`src/rtl/leglite_single_system.sv`:
```
// Single-cycle 16-bit LEGLite system: CPU core, instruction ROM, data RAM and
// memory-mapped switches/display in one block, with internal buses exported for debug.
module leglite_single_system (
    input  logic        clock,
    input  logic        reset,
    input  logic        io_sw0,
    input  logic        io_sw1,
    output logic [6:0]  io_display,
    output logic [15:0] iaddr,
    output logic [15:0] idata,
    output logic [15:0] draddr,
    output logic [15:0] dwdata,
    output logic [15:0] drdata,
    output logic        dwrite,
    output logic        dread,
    output logic [15:0] alu_out
);

    typedef enum logic [3:0] {
        OP_R    = 4'd0,
        OP_ADDI = 4'd1,
        OP_ANDI = 4'd2,
        OP_LD   = 4'd3,
        OP_ST   = 4'd4,
        OP_CBZ  = 4'd5,
        OP_B    = 4'd6
    } opcode_e;

    localparam logic [15:0] NOP_WORD = 16'hF000;

    logic [15:0] pc_q;
    logic [15:0] pc_d;
    logic [6:0]  display_q;
    logic [15:0] regs_q [0:7];
    logic [15:0] ram_q  [0:31];

    logic [15:0] romWord;
    logic [15:0] instr;
    opcode_e     op;
    logic [15:0] immSext;
    logic [15:0] off9Bytes;
    logic [15:0] off12Bytes;
    logic [15:0] rmVal;
    logic [15:0] rnRVal;
    logic [15:0] rnIVal;
    logic [15:0] rtVal;
    logic [15:0] aluOut;
    logic [15:0] storeData;
    logic [15:0] rdData;
    logic [15:0] wrData;
    logic [2:0]  wrIdx;
    logic        regWe;
    logic        isLoad;
    logic        dWr;
    logic        ramSel;
    logic        dispSel;
    logic        sw0Sel;
    logic        sw1Sel;

    // Default lab program; anything beyond the 64-word window fetches a NOP.
    always_comb begin
        romWord = NOP_WORD;
        if (pc_q[15:7] == 9'd0) begin
            case (pc_q[6:1])
                6'd0:    romWord = 16'h1039;
                6'd1:    romWord = 16'h3E3A;
                6'd2:    romWord = 16'h5012;
                6'd3:    romWord = 16'h1049;
                6'd4:    romWord = 16'h4C39;
                6'd5:    romWord = 16'h6FFC;
                default: romWord = NOP_WORD;
            endcase
        end
    end

    assign instr      = romWord;
    assign op         = opcode_e'(instr[15:12]);
    assign immSext    = {{10{instr[11]}}, instr[11:6]};
    assign off9Bytes  = {{6{instr[11]}}, instr[11:3], 1'b0};
    assign off12Bytes = {{3{instr[11]}}, instr[11:0], 1'b0};

    // X7 is the hardwired zero register on every read port.
    assign rmVal  = (instr[11:9] == 3'd7) ? 16'd0 : regs_q[instr[11:9]];
    assign rnRVal = (instr[8:6]  == 3'd7) ? 16'd0 : regs_q[instr[8:6]];
    assign rnIVal = (instr[5:3]  == 3'd7) ? 16'd0 : regs_q[instr[5:3]];
    assign rtVal  = (instr[2:0]  == 3'd7) ? 16'd0 : regs_q[instr[2:0]];

    always_comb begin
        aluOut    = 16'd0;
        regWe     = 1'b0;
        wrIdx     = 3'd0;
        isLoad    = 1'b0;
        dWr       = 1'b0;
        storeData = 16'd0;
        pc_d      = pc_q + 16'd2;
        case (op)
            OP_R: begin
                wrIdx = instr[5:3];
                case (instr[2:0])
                    3'd0: begin aluOut = rnRVal + rmVal; regWe = 1'b1; end
                    3'd1: begin aluOut = rnRVal - rmVal; regWe = 1'b1; end
                    3'd2: begin aluOut = rnRVal & rmVal; regWe = 1'b1; end
                    3'd3: begin aluOut = rnRVal | rmVal; regWe = 1'b1; end
                    default: aluOut = 16'd0;
                endcase
            end
            OP_ADDI: begin
                aluOut = rnIVal + immSext;
                regWe  = 1'b1;
                wrIdx  = instr[2:0];
            end
            OP_ANDI: begin
                aluOut = rnIVal & immSext;
                regWe  = 1'b1;
                wrIdx  = instr[2:0];
            end
            OP_LD: begin
                aluOut = rnIVal + immSext;
                regWe  = 1'b1;
                wrIdx  = instr[2:0];
                isLoad = 1'b1;
            end
            OP_ST: begin
                aluOut    = rnIVal + immSext;
                dWr       = 1'b1;
                storeData = rtVal;
            end
            OP_CBZ: begin
                aluOut = rtVal;
                if (rtVal == 16'd0) begin
                    pc_d = pc_q + off9Bytes;
                end
            end
            OP_B: begin
                pc_d = pc_q + off12Bytes;
            end
            default: aluOut = 16'd0;
        endcase
    end

    // Address bit 0 is ignored, so I/O decode compares the word address only.
    assign ramSel  = (aluOut[15:6] == 10'd0);
    assign dispSel = (aluOut[15:1] == 15'h7FF8);
    assign sw0Sel  = (aluOut[15:1] == 15'h7FFC);
    assign sw1Sel  = (aluOut[15:1] == 15'h7FFD);

    always_comb begin
        rdData = 16'd0;
        if (isLoad) begin
            if (ramSel) begin
                rdData = ram_q[aluOut[5:1]];
            end else if (dispSel) begin
                rdData = {9'd0, display_q};
            end else if (sw0Sel) begin
                rdData = {15'd0, io_sw0};
            end else if (sw1Sel) begin
                rdData = {15'd0, io_sw1};
            end
        end
    end

    assign wrData = isLoad ? rdData : aluOut;

    always_ff @(posedge clock or negedge reset) begin
        if (!reset) begin
            pc_q      <= 16'd0;
            display_q <= 7'd0;
            for (int i = 0; i < 8; i++) begin
                regs_q[i] <= 16'd0;
            end
        end else begin
            pc_q <= pc_d;
            if (regWe && (wrIdx != 3'd7)) begin
                regs_q[wrIdx] <= wrData;
            end
            if (dWr && dispSel) begin
                display_q <= storeData[6:0];
            end
        end
    end

    // Data RAM keeps its contents across reset but never commits while reset is held.
    always_ff @(posedge clock) begin
        if (reset && dWr && ramSel) begin
            ram_q[aluOut[5:1]] <= storeData;
        end
    end

    assign io_display = display_q;
    assign iaddr      = pc_q;
    assign idata      = instr;
    assign draddr     = aluOut;
    assign dwdata     = storeData;
    assign drdata     = rdData;
    assign dwrite     = dWr;
    assign dread      = isLoad;
    assign alu_out    = aluOut;

endmodule

```
`config.mk`:
```
export PLATFORM = sky130hd
export DESIGN_NAME = leglite_single_system
export DESIGN_NICKNAME = d
export VERILOG_FILES = /design/src/rtl/leglite_single_system.sv
export SDC_FILE = /design/constraint.sdc
export NUM_CORES = 1
export LEC_CHECK = 0
export ABC_AREA = 0
export CORE_ASPECT_RATIO = 0.8
export CORE_MARGIN = 4
export CORE_UTILIZATION = 52
export CTS_BUF_LIST = sky130_fd_sc_hd__clkbuf_16
export DETAILED_ROUTE_END_ITERATION = 12
export PLACE_DENSITY = 0.7
export SYNTH_ARGS = -nofsm -noshare
export SYNTH_HDL_FRONTEND = slang
export SYNTH_SLANG_ARGS = --single-unit
```
`constraint.sdc`:
```
create_clock -name clock -period 9 [get_ports clock]
set_clock_uncertainty 0.05 [all_clocks]
set_input_delay 1.35 -clock clock [delete_from_list [all_inputs] [get_ports clock]]
set_output_delay 1.35 -clock clock [all_outputs]
set_load 0.03 [all_outputs]
```
======== Word-level counts from Yosys, hierarchy flattened ========
Memories as Yosys holds them, arrays and structs flattened.
Cells that the tools add are included.
storage, ports and cells
  bits in registers ....................... 151
  RAM bits ................................ 512
  output and inout bits ................... 105
  word-level logic and storage cells ...... 106
  memories kept ........................... 1
memories
  name   words  bits a word  read ports  clocked after memory_dff  write ports  RTL line  source
  ram_q  32     16           1           0                         1            35        logic [15:0] ram_q [0:31];
operators by class
  add/sub/neg operators ................... 6
  $lt $le $gt $ge ......................... 6
  equality and inequality tests ........... 22
  mux-type cells .......................... 39
  bitwise logic cells ..................... 8
  reduce and logical (&&, ||, !) cells .... 14
operators by type and width
  kind                   number
  $mux 16                19
  $bmux 16 s3            4
  $bwmux 128             1
  $pmux 16 s4            2
  $pmux 16 s6            1
  $add 16x16->16         4
  $demux 16 s3           1
  $eq 15x15->1 const B   3
  $and 16x16->16         2
  $pmux 16 s2            1
  $ge 4x4->1 const B     5
  $not 3->4              5
  $add 16x2->16 const B  1
  $logic_not 16->1       1
  $or 16x16->16          1
  $sub 16x16->16         1
  $eq 3x3->1 const B     4
  $eq 4x3->1 const B     3
  $eq 6x2->1 const B     2
  $eq 6x3->1 const B     2
  $logic_not 10->1       1
  $logic_not 9->1        1
  $eq 4x2->1 const B     2
  $mux 1                 7
  other kinds (15)       21

======== Depth between registers and ports, before layout ========
  depth in word-level cells ............... 19
  mapped depth ............................ 27

======== Worst setup path before layout ========
No wires, ideal clock.
  path type ............................... flip-flop to output port
  start ................................... register pc_q[2] (netlist: iaddr[2])
  end ..................................... output drdata[1]
  data arrival time ....................... 6184 ps
  setup slack ............................. 1416 ps
  stages on the path, launching flop included .. 26
  path buffers ............................ 3
  cell sequence ........................... dfrtp_1 > inv_1 > ha_1 > or2_1 > a22o_1 > nand2_1 > clkbuf_1 > clkbuf_1 > nor2_1 > a221oi_1 > nor2_1 > ha_1 > fa_1 > a211oi_1 > o21a_1 > o21ai_0 > a21oi_1 > or4b_4 > a21oi_1 > xnor2_1 > o22ai_1 > nand3_1 > nor4_2 > and2_1 > buf_2 > o2bb2ai_1
between the ends
  longest elaborated chain between the ends .. 15
  elaborated cells on any way between the ends .. 58
  classes of those cells .................. 3 x add/sub; 18 x eq/ne; 24 x mux; 7 x bitwise; 5 x reduce/logical; 1 x memory
ends and longest elaborated chain
  element                                       RTL line  source
  start: declaration                            31        logic [15:0] pc_q;
  start signal: assignment                      172       pc_q <= pc_d;
  $eq 6x3->1, or another cell as far along      64        case (pc_q[6:1])
  $pmux 16 s6 (*)                               64
  $mux 16 (*)                                   63        if (pc_q[15:7] == 9'd0) begin
  $not 3->4 (on tied branches)                  84, 83
  $bmux 16 s3 (on tied branches)                84, 83
  $mux 16 (on tied branches) (3 in a row)       84, 83
  $sub 16x16->16, or another cell as far along  101       3'd1: begin aluOut = rnRVal - rmVal; regWe = 1'b1; end
  $pmux 16 s4                                   99        case (instr[2:0])
  $pmux 16 s4 (*)                               96        case (op)
  via alu_out[14]                               16        output logic [15:0] alu_out
  $eq 15x15->1                                  143       assign dispSel = (aluOut[15:1] == 15'h7FF8);
  $mux 7                                        152       end else if (dispSel) begin
  $mux 16 (*)                                   150       if (ramSel) begin
  $mux 16 (*)                                   149       if (isLoad) begin
  end: declaration                              13        output logic [15:0] drdata,
The timed path passes the listed nets; every way through them passes the cells marked *. The select of a mux whose other input is x is not followed.

======== Worst setup path after layout ========
  start ................................... register pc_q[5] (netlist: iaddr[5])
  end ..................................... output drdata[9]
between the ends
  longest elaborated chain between the ends .. 14
  elaborated cells on any way between the ends .. 56
  classes of those cells .................. 3 x add/sub; 17 x eq/ne; 23 x mux; 7 x bitwise; 5 x reduce/logical; 1 x memory
ends and longest elaborated chain
  element                                                   RTL line
  $eq 6x3->1, or another cell as far along                  64
  $pmux 16 s6 (*)                                           64
  $mux 16 (*)                                               63
  $not 3->4 (on tied branches)                              84, 83
  $bmux 16 s3 (on tied branches)                            84, 83
  $mux 16 (on tied branches) (3 in a row)                   84, 83
  $sub 16x16->16, or another cell as far along              101
  $pmux 16 s4                                               99
  $pmux 16 s4                                               96
  $mem_v2 32x16 / $logic_not 10->1 (equally long branches)  n/a
  $mux 16                                                   150
  $mux 16 (*)                                               149
Mark *: on every way between the ends. The rest lies on a longest branch, timed or not. The select of a mux whose other input is x is not followed.

==> impl_metrics.prom <==
# TYPE chip_impl_metric gauge
chip_impl_metric{name="grt_antenna_before_repair",unit=""} 4
chip_impl_info{name="run_status",value="completed"} 1
chip_impl_metric{name="die_x",unit="µm"} 277
chip_impl_metric{name="final_nets",unit=""} 2686
chip_impl_info{name="worst_r2r_startpoint",value="iaddr[5]$_DFF_PN0_"} 1
chip_impl_metric{name="drive_gt1_share",unit="%"} 12.5
chip_impl_info{name="cts_tree",value="yes"} 1
chip_impl_info{name="hold_start",value="regs_q[54]$_DFFE_PN0P_"} 1
chip_impl_metric{name="cts.path.max_buffers",unit=""} 3
chip_impl_info{name="path_cells",value="or3_1, nor2_1, nand2_1, inv_1, nor2_4, mux2i_1, nor2_1, a221oi_1, nor2_1, ha_1, fa_1, xor2_1, nand2_2, and2_4, inv_8, buf_12, a211oi_1, a31oi_1, o22ai_1, nor4_2, o21ai_1, nor2_1, buf_12"} 1
chip_impl_metric{name="synth_nets",unit=""} 2649
chip_impl_info{name="worst_setup_path_end_kind",value="output port"} 1
chip_impl_info{name="timing.critical_path.mode_cell",value="sky130_fd_sc_hd__nor2_1"} 1
chip_impl_metric{name="reg2regPathDepth",unit=""} 23
chip_impl_metric{name="detail_route.wl_per_cell",unit="µm"} 28.4
chip_impl_metric{name="routed_via_density",unit=""} 6.62
chip_impl_metric{name="yosysTopAreaCellShare",unit="%"} 51.0
chip_impl_metric{name="via_count",unit=""} 22900
chip_impl_metric{name="floorplan.rows",unit=""} 78
chip_impl_metric{name="holdBufCountCts",unit=""} 0
chip_impl_metric{name="initialDrtViolationCount",unit=""} 3572
chip_impl_info{name="synth.most_common_cell",value="sky130_fd_sc_hd__edfxtp_1"} 1
chip_impl_metric{name="leakagePower",unit="nW"} 13.3
chip_impl_metric{name="antenna_viol_nets_final",unit=""} 0
chip_impl_metric{name="netlist_area",unit="µm²"} 30200
chip_impl_metric{name="final_util",unit="%"} 59.8
chip_impl_metric{name="worst-slew-pin-transition",unit="ns"} 1.17
chip_impl_metric{name="global_route.overflow_total",unit=""} 0
chip_impl_metric{name="die-area",unit="µm²"} 62000
chip_impl_metric{name="max_freq",unit="MHz"} 114
chip_impl_info{name="synth_top_area_cell",value="sky130_fd_sc_hd__edfxtp_1"} 1
chip_impl_info{name="worst_setup_path_start_kind",value="register"} 1
chip_impl_metric{name="area_growth_syn_to_layout",unit="%"} 13.2
chip_impl_metric{name="timing.final.setup_violations",unit=""} 0
chip_impl_metric{name="gpl.final_weighted_congestion",unit=""} 0.949
chip_impl_metric{name="cts-htree-levels",unit=""} 2
chip_impl_info{name="root_buffer",value="sky130_fd_sc_hd__clkbuf_16"} 1
chip_impl_info{name="critical_path.slowest_cell",value="sky130_fd_sc_hd__dfrtp_1"} 1
chip_impl_metric{name="io_pins",unit=""} 109
chip_impl_info{name="reg_to_reg_end",value="ram_q[18][2]$_DFFE_PP_"} 1
chip_impl_metric{name="synth.ff_latch_count",unit=""} 645
chip_impl_metric{name="ys_seq_area_share",unit="%"} 62.0
chip_impl_metric{name="critical-path-max-stage-delay",unit="ns"} 0.59
chip_impl_metric{name="setup_tns",unit="ns"} 0
chip_impl_info{name="setup.worst_path.class",value="register to output port"} 1
chip_impl_metric{name="post_synth_inst_count",unit=""} 2600
chip_impl_info{name="grt_setup_unrepaired",value="false"} 1
chip_impl_metric{name="detail_route.wirelength",unit="mm"} 98.1
chip_impl_metric{name="max_cap_violations",unit=""} 0
chip_impl_metric{name="post_synth_num_cell_types",unit=""} 88
chip_impl_metric{name="die_h",unit="µm"} 223
chip_impl_metric{name="finalHoldViolations",unit=""} 0
chip_impl_metric{name="floorplan.initialDensity",unit="%"} 52.8
chip_impl_metric{name="clock_sinks",unit=""} 645
chip_impl_metric{name="detailedRoute.firstPassIterationCount",unit=""} 6
chip_impl_metric{name="hpwl",unit="mm"} 66.3
chip_impl_info{name="yosys-top-cells-count",value="sky130_fd_sc_hd__edfxtp_1, sky130_fd_sc_hd__nand2_1, sky130_fd_sc_hd__nand3_1, sky130_fd_sc_hd__clkbuf_1, sky130_fd_sc_hd__dfrtp_1"} 1
chip_impl_metric{name="grtUsageTotal",unit="%"} 30.9
chip_impl_metric{name="power.ir.vdd_worst",unit="µV"} 154
chip_impl_metric{name="ys_async_sr_fraction",unit="%"} 20.6
chip_impl_metric{name="path_clk_slew",unit="ns"} 0.07
chip_impl_metric{name="clk-insertion-delay-late",unit="ns"} 0.65
chip_impl_metric{name="report.final.slew_viol_count",unit=""} 0
chip_impl_info{name="synth_top_cells_by_area",value="sky130_fd_sc_hd__edfxtp_1, sky130_fd_sc_hd__dfrtp_1, sky130_fd_sc_hd__nand2_1"} 1
chip_impl_metric{name="worst_slew_margin_rel",unit="%"} 21.8
chip_impl_metric{name="synth_enable_flop_cells",unit=""} 512
chip_impl_metric{name="drc_violations_left",unit=""} 0
chip_impl_metric{name="grt_pass1_wl",unit="mm"} 143
chip_impl_metric{name="worst-path-max-fanout",unit=""} 54
chip_impl_metric{name="cp_data_arrival_time",unit="ns"} 7.39
chip_impl_metric{name="layout_min_cycle_time",unit="ns"} 8.79
chip_impl_metric{name="synth_area_per_cell",unit="µm²"} 11.6
chip_impl_metric{name="required",unit="ns"} 7.60
chip_impl_metric{name="final.period_utilization",unit="%"} 97.7
chip_impl_metric{name="tritoncts.num_buffers",unit=""} 61
chip_impl_metric{name="grt_max_degree",unit=""} 75
chip_impl_metric{name="placeableCoreArea",unit="µm²"} 57100
chip_impl_info{name="dominantRegCellSynth",value="sky130_fd_sc_hd__edfxtp_1"} 1
chip_impl_metric{name="min_path_cells",unit=""} 0
chip_impl_metric{name="buffer_ports.inserted",unit=""} 107
chip_impl_metric{name="synth_warnings",unit=""} 0
chip_impl_info{name="whs_endpoint",value="regs_q[54]$_DFFE_PN0P_"} 1
chip_impl_metric{name="powerDensity",unit="nW/µm²"} 192
chip_impl_metric{name="rrSetupSlack",unit="ns"} 1.03
chip_impl_info{name="worstHoldPathType",value="register to register"} 1
chip_impl_metric{name="first_global_vias",unit=""} 21100
-- worst max-delay path by stage --
stage | startpoint | endpoint | slack [ns]
global route | iaddr[1]$_DFF_PN0_ | drdata[8] | 0.02
CTS | iaddr[2]$_DFF_PN0_ | drdata[2] | 0.08
global placement | iaddr[2]$_DFF_PN0_ | drdata[2] | 0.74
detailed placement | iaddr[5]$_DFF_PN0_ | drdata[2] | 0.49
finish | iaddr[5]$_DFF_PN0_ | drdata[9] | 0.21
floorplan | iaddr[2]$_DFF_PN0_ | drdata[1] | 1.42
-- worst max-delay path, delay by kind of cell, from the launching register on --
kind / cells / cell delay (ns)
simple gates: 10 / 2.42
compound gates: 5 / 1.39
buf+inv: 4 / 1.02
fa+ha+maj: 2 / 0.74
flops: 1 / 0.59
xor+xnor: 1 / 0.28
mux: 1 / 0.19
-- report_power, final --
part	total [W]	internal [W]	switching, W	leakage [nW]
combinational	0.000490	0.000186	0.000304	4.59
clock	0.00275	0.00159	0.00115	1.08
sequential	0.00331	0.00322	0.0000902	7.60
total	0.00655	0.00500	0.00155	13.3
-- state kept, by name, indices dropped and copies added, names as in the netlist --
register,cells
regs_q,111
iaddr,15
ram_q,512
io_display,7
-- metal layers --
metal,GRT usage [%],vias up,part of all wire (%)
li1,-,9694,-
met1,46.9,11300,41
met2,43.5,1663,42
met3,9.35,193,15
met4,7.61,0,2.7
met5,0,-,0
-- timing repair --
action / 4_1_cts / 5_1_grt
setup buffers: 1 / 1
pin swaps: 1 / 1
setup endpoints to repair: 2 / 16
resized for setup: 2 / 15
-- metrics by stage --
stage	hold WS (ns)	total power (W)	area (µm²)	cells	worst slack (ns)
after floorplan	0.373	0.00369	30200	2600	1.42
after global placement	0.313	0.00382	32000	3332	0.736
after detailed placement	0.312	0.00384	32000	3332	0.490
after CTS	0.326	0.00654	34100	3449	0.0841
after global routing	0.334	0.00673	34200	3450	0.0164
final	0.322	0.00655	34200	3451	0.205
-- kinds of logic (layout without fill, tap and decap cells) --
family | after synthesis | count (layout) | synth area share [%]
and+or+nand+nor | 950 | 950 | 14.9
DFF | 645 | 645 | 62.0
AOI/OAI and AO/OA | 516 | 516 | 11.9
buffers and inverters | 301 | 391 | 4.64
muxes | 100 | 100 | 3.39
adders and majority gates | 45 | 45 | 1.94
xor gates and xnor gates | 42 | 42 | 1.22
other | 1 | 2 | 0.0124
-- cells in the final DEF (no fill, tap or decap), drive strengths merged, types with 12 or more instances in the layout --
| cell | netlist | layout |
|---|---|---|
| edfxtp | 512 | 512 |
| nand2 | 429 | 429 |
| nand3 | 179 | 179 |
| nor2 | 135 | 135 |
| dfrtp | 133 | 133 |
| buf | 113 | 131 |
| clkdlybuf4s50 | 0 | 91 |
| o21ai | 87 | 87 |
| a21oi | 85 | 85 |
| and3 | 85 | 85 |
| mux2i | 83 | 83 |
| a211oi | 68 | 68 |
| inv | 53 | 65 |
| clkbuf | 135 | 62 |
| ha | 42 | 42 |
| a31oi | 38 | 38 |
| o22ai | 30 | 30 |
| clkinv | 0 | 29 |
| xnor2 | 23 | 23 |
| a221oi | 21 | 21 |
| o31ai | 20 | 20 |
| nor3 | 20 | 20 |
| nand4 | 19 | 19 |
| xor2 | 19 | 19 |
| mux2 | 17 | 17 |
| nor4 | 17 | 17 |
| o221ai | 16 | 16 |
| a21o | 15 | 15 |
| or4 | 13 | 13 |
| bufinv | 0 | 12 |
| o21a | 12 | 12 |
| a31o | 12 | 12 |
-- layout make-up --
| cell class | instances | area [µm²] |
|---|---|---|
| antenna | 1 | 2.50 |
| clock buffer | 62 | 1550 |
| clock inverter | 54 | 578 |
| fill | 4504 | 22900 |
| inverter | 53 | 206 |
| multi-input combinational | 1654 | 10200 |
| sequential | 645 | 18700 |
| tap | 760 | 951 |
| timing repair buffer | 222 | 1990 |
No activity file was read; power rests on OpenSTA's default activity.
